==> config.mk <==
export PLATFORM = sky130hd
export DESIGN_NAME = ps2_rx
export DESIGN_NICKNAME = d
export VERILOG_FILES = /design/src/rtl/ps2_rx.sv
export SDC_FILE = /design/constraint.sdc
export NUM_CORES = 1
export LEC_CHECK = 0
export BUFFER_PORTS_ARGS = -buffer_cell sky130_fd_sc_hd__buf_2
export CORE_ASPECT_RATIO = 1.25
export CORE_MARGIN = 2
export CORE_UTILIZATION = 58
export CTS_CLUSTER_DIAMETER = 200
export DETAILED_ROUTE_END_ITERATION = 10
export PLACE_DENSITY = 0.77
export SETUP_SLACK_MARGIN = 0.02
export SYNTH_ARGS = -nofsm -noshare
export SYNTH_HDL_FRONTEND = slang
export SYNTH_SLANG_ARGS = --single-unit
==> constraint.sdc <==
create_clock -name MCLK -period 2.3 [get_ports MCLK]
set_clock_uncertainty 0.15 [all_clocks]
set_input_delay 0.46 -clock MCLK [delete_from_list [all_inputs] [get_ports MCLK]]
set_output_delay 0.46 -clock MCLK [all_outputs]
set_load 0.005 [all_outputs]
==> src/rtl/ps2_rx.sv <==
// PS/2 keyboard receiver: synchronizes and glitch-filters PS2C/PS2D on MCLK, deframes 11-bit frames.
// Optional make/break prefix folding is enabled with `define PS2_MAKE_BREAK_EN.
module ps2_rx #(
    parameter int FILTER_LEN     = 8,
    parameter int TIMEOUT_CYCLES = 100000
) (
    input  logic       MCLK,
    input  logic       reset,
    input  logic       PS2C,
    input  logic       PS2D,
    output logic [7:0] rx_data,
    output logic       rx_valid,
    output logic       rx_err,
    output logic       busy,
    output logic       key_break,
    output logic       key_ext
);

    localparam int FW = $clog2(FILTER_LEN);
    localparam int TW = $clog2(TIMEOUT_CYCLES);

    localparam logic [0:0] ST_IDLE  = 1'b0;
    localparam logic [0:0] ST_SHIFT = 1'b1;

    // Odd parity over data plus parity bit.
    function automatic logic odd_parity_ok(input logic [7:0] data, input logic par);
        return ^{data, par};
    endfunction

    logic [1:0]    c_sync;
    logic [1:0]    d_sync;
    logic          filt_clk;
    logic          filt_clk_d;
    logic [FW-1:0] filt_cnt;
    logic          fall_evt;
    logic          fall_data;
    logic [0:0]    state;
    logic [3:0]    bit_cnt;
    logic [7:0]    shift_reg;
    logic          par_bit;
    logic [TW-1:0] tmo_cnt;
    logic          frame_good;
`ifdef PS2_MAKE_BREAK_EN
    logic          pending_break;
    logic          pending_ext;
`endif

    // Two-flop synchronizers; idle level of both lines is high.
    always_ff @(posedge MCLK) begin
        if (reset) begin
            c_sync <= 2'b11;
            d_sync <= 2'b11;
        end else begin
            c_sync <= {c_sync[0], PS2C};
            d_sync <= {d_sync[0], PS2D};
        end
    end

    // Glitch filter: level follows only after FILTER_LEN consecutive opposite samples.
    always_ff @(posedge MCLK) begin
        if (reset) begin
            filt_clk <= 1'b1;
            filt_cnt <= '0;
        end else if (c_sync[1] != filt_clk) begin
            if (filt_cnt == FW'(FILTER_LEN - 1)) begin
                filt_clk <= c_sync[1];
                filt_cnt <= '0;
            end else begin
                filt_cnt <= filt_cnt + FW'(1);
            end
        end else begin
            filt_cnt <= '0;
        end
    end

    // Registered fall strobe with the data line captured alongside it.
    always_ff @(posedge MCLK) begin
        if (reset) begin
            filt_clk_d <= 1'b1;
            fall_evt   <= 1'b0;
            fall_data  <= 1'b1;
        end else begin
            filt_clk_d <= filt_clk;
            fall_evt   <= filt_clk_d & ~filt_clk;
            fall_data  <= d_sync[1];
        end
    end

    // Frame acceptance: stop bit high and odd parity over the byte.
    always_comb begin
        frame_good = 1'b0;
        if (fall_data && odd_parity_ok(shift_reg, par_bit)) begin
            frame_good = 1'b1;
        end else begin
            frame_good = 1'b0;
        end
    end

    // Frame state machine, timeout and output registers.
    always_ff @(posedge MCLK) begin
        if (reset) begin
            state     <= ST_IDLE;
            bit_cnt   <= 4'd0;
            shift_reg <= 8'h00;
            par_bit   <= 1'b0;
            tmo_cnt   <= '0;
            rx_data   <= 8'h00;
            rx_valid  <= 1'b0;
            rx_err    <= 1'b0;
`ifdef PS2_MAKE_BREAK_EN
            key_break     <= 1'b0;
            key_ext       <= 1'b0;
            pending_break <= 1'b0;
            pending_ext   <= 1'b0;
`endif
        end else begin
            rx_valid <= 1'b0;
            rx_err   <= 1'b0;
            case (state)
                ST_IDLE: begin
                    if (fall_evt && !fall_data) begin
                        state   <= ST_SHIFT;
                        bit_cnt <= 4'd0;
                        tmo_cnt <= '0;
                    end else begin
                        state <= ST_IDLE;
                    end
                end
                ST_SHIFT: begin
                    if (fall_evt) begin
                        tmo_cnt <= '0;
                        if (bit_cnt < 4'd8) begin
                            shift_reg <= {fall_data, shift_reg[7:1]};
                            bit_cnt   <= bit_cnt + 4'd1;
                        end else if (bit_cnt == 4'd8) begin
                            par_bit <= fall_data;
                            bit_cnt <= bit_cnt + 4'd1;
                        end else begin
                            state <= ST_IDLE;
                            if (frame_good) begin
`ifdef PS2_MAKE_BREAK_EN
                                // Prefix bytes are folded into the flags of the following code.
                                if (shift_reg == 8'hF0) begin
                                    pending_break <= 1'b1;
                                end else if (shift_reg == 8'hE0) begin
                                    pending_ext <= 1'b1;
                                end else begin
                                    rx_valid      <= 1'b1;
                                    rx_data       <= shift_reg;
                                    key_break     <= pending_break;
                                    key_ext       <= pending_ext;
                                    pending_break <= 1'b0;
                                    pending_ext   <= 1'b0;
                                end
`else
                                rx_valid <= 1'b1;
                                rx_data  <= shift_reg;
`endif
                            end else begin
                                rx_err <= 1'b1;
`ifdef PS2_MAKE_BREAK_EN
                                pending_break <= 1'b0;
                                pending_ext   <= 1'b0;
`endif
                            end
                        end
                    end else if (tmo_cnt == TW'(TIMEOUT_CYCLES - 1)) begin
                        state  <= ST_IDLE;
                        rx_err <= 1'b1;
`ifdef PS2_MAKE_BREAK_EN
                        pending_break <= 1'b0;
                        pending_ext   <= 1'b0;
`endif
                    end else begin
                        tmo_cnt <= tmo_cnt + TW'(1);
                    end
                end
                default: begin
                    state <= ST_IDLE;
                end
            endcase
        end
    end

    assign busy = (state == ST_SHIFT);

`ifndef PS2_MAKE_BREAK_EN
    assign key_break = 1'b0;
    assign key_ext   = 1'b0;
`endif

endmodule

; ---- Yosys cells after proc, flatten, opt, wreduce, memory -nomap -nowiden
; Index checks and enable logic that the tools add are counted.
; W data, S select, Z words.
[classes]
n_reduce_logical = 13
n_eq_ne = 8
n_lt_le_gt_ge = 1
mux = 22
n_addsub = 3
div_mod_pow = 0
n_shift = 0
n_bitwise = 7
mul = 0
[op_table]
columns = op, count
row1 = $mux W17, 3
row2 = $pmux W17 S2, 1
row3 = $add A17 B1 Y17 const B, 1
row4 = $eq A17 B17 Y1 const B, 1
row5 = $mux W4, 4
row6 = $mux W1, 12
row7 = $reduce_xor A9 Y1, 1
row8 = $pmux W4 S2, 1
row9 = $not A1 Y1, 6
row10 = $reduce_and A3 Y1, 2
row11 = $reduce_and A5 Y1, 1
row12 = $reduce_or A5 Y1, 1
row13 = $add A4 B1 Y4 const B, 1
row14 = $eq A4 B4 Y1 const B, 1
row15 = $lt A4 B4 Y1 const B, 1
row16 = $ne A2 B2 Y1 const B, 2
row17 = $reduce_and A2 Y1, 2
row18 = $reduce_and A4 Y1, 1
row19 = $add A3 B1 Y3 const B, 1
row20 = $eq A3 B3 Y1 const B, 1
row21 = $ne A3 B1 Y1 const B, 1
row22 = $ne A3 B3 Y1 const B, 1
row23 = $reduce_or A3 Y1, 1
row24 = $logic_and A1 B1 Y1, 2
row25 = other kinds (5), 5
[totals]
mem_bits_ro = 0
elab_cells = 69
latch_bits = 0
n_memories = 0
mem_bits_rw = 0
regBits = 52

; ---- Longest topological paths before layout
[logic_depth]
depth_word = 7
depth_mapped = 7

; ---- Least setup slack after synthesis
; No wires, ideal clock.
[synth_path]
path_type = flip-flop to flip-flop
startpoint = register tmo_cnt[0]
endpoint = register tmo_cnt[4]
n_path_buf = 1
path_stages_with_launch = 8
setup_slack_ns = 0.398
period_less_slack_ns = 1.902
arrival_time_ns = 1.692
cell_sequence = dfxtp_1 > ha_1 > and4_1 > nand4_1 > o21ai_1 > buf_2 > or4_1 > nand2_1
[synth_via]
elab_chain_len = 4
elab_cells_between_ends = 7
[synth_rtl]
columns = element, line_no
row1 = from (decl), 41  ; logic [TW-1:0] tmo_cnt;
row2 = from (signal assigned), 175  ; tmo_cnt <= tmo_cnt + TW'(1);
row3 = $add A17 B1 Y17, 175
row4 = $mux W17, 167  ; end else if (tmo_cnt == TW'(TIMEOUT_CYCLES - 1)) begin
row5 = $mux W17, 130  ; if (fall_evt) begin
row6 = $pmux W17 S2, 119  ; case (state)
; Parallel ways exist; a longest one is shown, timed or not. The select of a mux whose other input is x is not followed.
; A chain may end at the register's enable or synchronous reset.

; ---- Worst setup path in the final report
[layout_path]
startpoint = register tmo_cnt[0]
endpoint = register tmo_cnt[7]
; Same word-level chain as after synthesis.

==> results.cfg <==
[global_routing]
antenna_found_initial = 0
grt_pass1_wl_um = 6680
grt_usage_pct = 20.1
grt_max_degree = 35
grt_overflow = 0
grt_pass1_vias = 1637

[worst_setup_path]
critPathMaxStageDelay_ps = 520
start_kind = flop
crit_path_end_kind = flop
cp_max_fo = 12
cp_data_required_time_ps = 2390
crit_path_top_delay_cell = or4_1
crit_type = reg2reg
arrival_ps = 2080
path_cells = ha_1 > and4_1 > nand4_1 > o21ai_2 > or4_1 > a21oi_1

[synth]
async_flop_share_pct = 0
syn_area_sq_mm = 0.00229
syn-instance-count = 246
yosys_warnings = 0
synth-main-ff-cell = dfxtp_1
synth-edff-count = 0
yosysUniqueCellTypes = 44
ys_ff_latch = 52
syn_area_per_cell_sq_um = 9.31
synth_seq_area_share_pct = 45.4

[sta]
fmax_mhz = 502
hold_viol = 0
maxSlewHeadroom_pct = 54.9
finalCritPeriodShare_pct = 86.6
finalSetupTns_ps = 0
rsz0062_at_grt = no
worst_pin_slew_ps = 671
setup_viol = 0
drv_slew = 0
fin_crit_ps = 1990

[clocking]
cts_root_buffer = clkbuf_8
hold_buffers = 0
cts_tree = yes
clock_sinks = 52
htreeDepth = 2
worstSkewPairLatency_ps = 300
clockBufferDepth = 2
cts_buffers = 5
postCtsSetupBuffers = 0
clkTransAtPathRegs_ps = 80

[cells_and_area]
mostFrequentLayoutCell = dfxtp_1
drive_gt1_share_pct = 14.6
area_growth_pct = 8.68
largest_reg_flops = 17
finish.net_count = 270
final_core_util_pct = 65.8
layout_common_cells = dfxtp_1, nor2_1, mux2i_1
num_antenna_cells = 0

[die]
die-area_sq_mm = 0.00447
fp.dieH_um = 74.3
initial_core_util_pct = 60.5
coreArea_sq_mm = 0.00378
io_pins = 17
die_w_um = 60.2
num_rows = 25

[detailed_routing]
viasPerCell = 5.38
remaining_drc_errors = 0
wl_per_cell_um = 12.5
first_iter_violations = 75
via_count = 1696
first_pass_iters = 4
drt-total-wl_um = 3950
antenna_left = 0

[placement]
dp_hpwl_um = 2910
place_congestion = 0.810
port_buffers = 14

[run]
maxCapViolCount = 0

[power_and_ir_drop]
ir_drop_uv = 432
total_power_mw = 1.41
p_leak_nw = 0.978
power-per-cell-area_mw_per_mm2 = 566

[status]
status = complete, no violations

[worst_hold_path]
hold_path_class = in2reg
[metrics by stage]
| step | std cells | hold slack (ps) | worst slack (ps) | cell area, sq um |
|---|---|---|---|---|
| floorplan | 247 | 239 | 398 | 2290 |
| global placement | 308 | 242 | 264 | 2410 |
| detailed placement | 308 | 244 | 178 | 2410 |
| CTS | 315 | 173 | 147 | 2490 |
| global route | 315 | 174 | 148 | 2490 |
| finish | 315 | 187 | 308 | 2490 |
[where the power goes]
group / total, mW / switching [mW] / internal (mW)
Clock: 0.475 / 0.268 / 0.207
Sequential: 0.905 / 0.00176 / 0.903
Combinational: 0.0303 / 0.0179 / 0.0124
Total: 1.41 / 0.288 / 1.12
[cells in the mapped netlist (3+ instances only)]
cell,count,area (sq um)
nand2_1,12,45.0
dfxtp_1,52,1040
a21oi_1,8,40.0
or3_1,3,18.8
xnor2_1,12,105
or4_1,3,22.5
o211ai_1,3,22.5
inv_1,8,30.0
nor4_1,8,50.1
clkbuf_1,6,22.5
or2_2,8,50.1
ha_1,5,62.6
nand4_1,5,31.3
o21ai_0,3,15.0
nor3_1,5,25.0
nand2b_1,15,93.8
xor2_1,5,43.8
or2b_1,3,22.5
nand3_1,6,30.0
nor2_1,28,105
mux2i_1,16,160
[worst max-delay path: cells and delay by family (launching register included)]
| kind | cells | cell delay (ps) |
|---|---|---|
| AND/OR/NAND/NOR | 3 | 890 |
| flip-flops | 1 | 350 |
| adder cells (fa/ha/maj) | 1 | 240 |
| AO/OA/AOI/OAI | 2 | 300 |
[per-layer routing]
metal | vias up | GRT usage (%) | part of all wire, %
met4 | 0 | 11.9 | 3.5
met1 | 803 | 20.3 | 42
met3 | 10 | 5.91 | 2.6
li1 | 862 | - | -
met5 | - | 0 | 0
met2 | 21 | 35.9 | 52
[final timing paths]
path / cells past startpoint / from / end / slack [ps]
max reg2reg: 6 / tmo_cnt[0] / tmo_cnt[7] / 310
min: 2 / PS2C / c_sync[0] / 190
max: 6 / tmo_cnt[0] / tmo_cnt[7] / 310
min reg2reg: 1 / d_sync[1] / fall_data / 260
[layout make-up]
cell class | instances | area [sq um]
inverters | 8 | 30.0
flip-flops and latches | 52 | 1040
multi-input cells | 174 | 1160
fillers | 324 | 1290
clock buffers | 6 | 72.6
clock inverters | 1 | 5.00
well taps | 54 | 67.6
repair buffers | 20 | 115
[timing repair]
action | 4_1_cts | 5_1_grt
endpoints found under the setup margin | 0 | 5
hold endpoints to repair | 0 | 0
gates resized for setup | 0 | 1
[cell families after synthesis]
| kind of cell | share of synthesized area [%] |
|---|---|
| adder cells (fa/ha/maj) | 2.73 |
| flip-flops | 45.4 |
| other | 0.164 |
| XOR/XNOR | 7.48 |
| AND/OR/NAND/NOR | 24.5 |
| AO/OA/AOI/OAI | 8.14 |
| multiplexers | 6.99 |
| buffers and inverters | 4.59 |
Note: power is estimated with default switching activity, not from simulation.
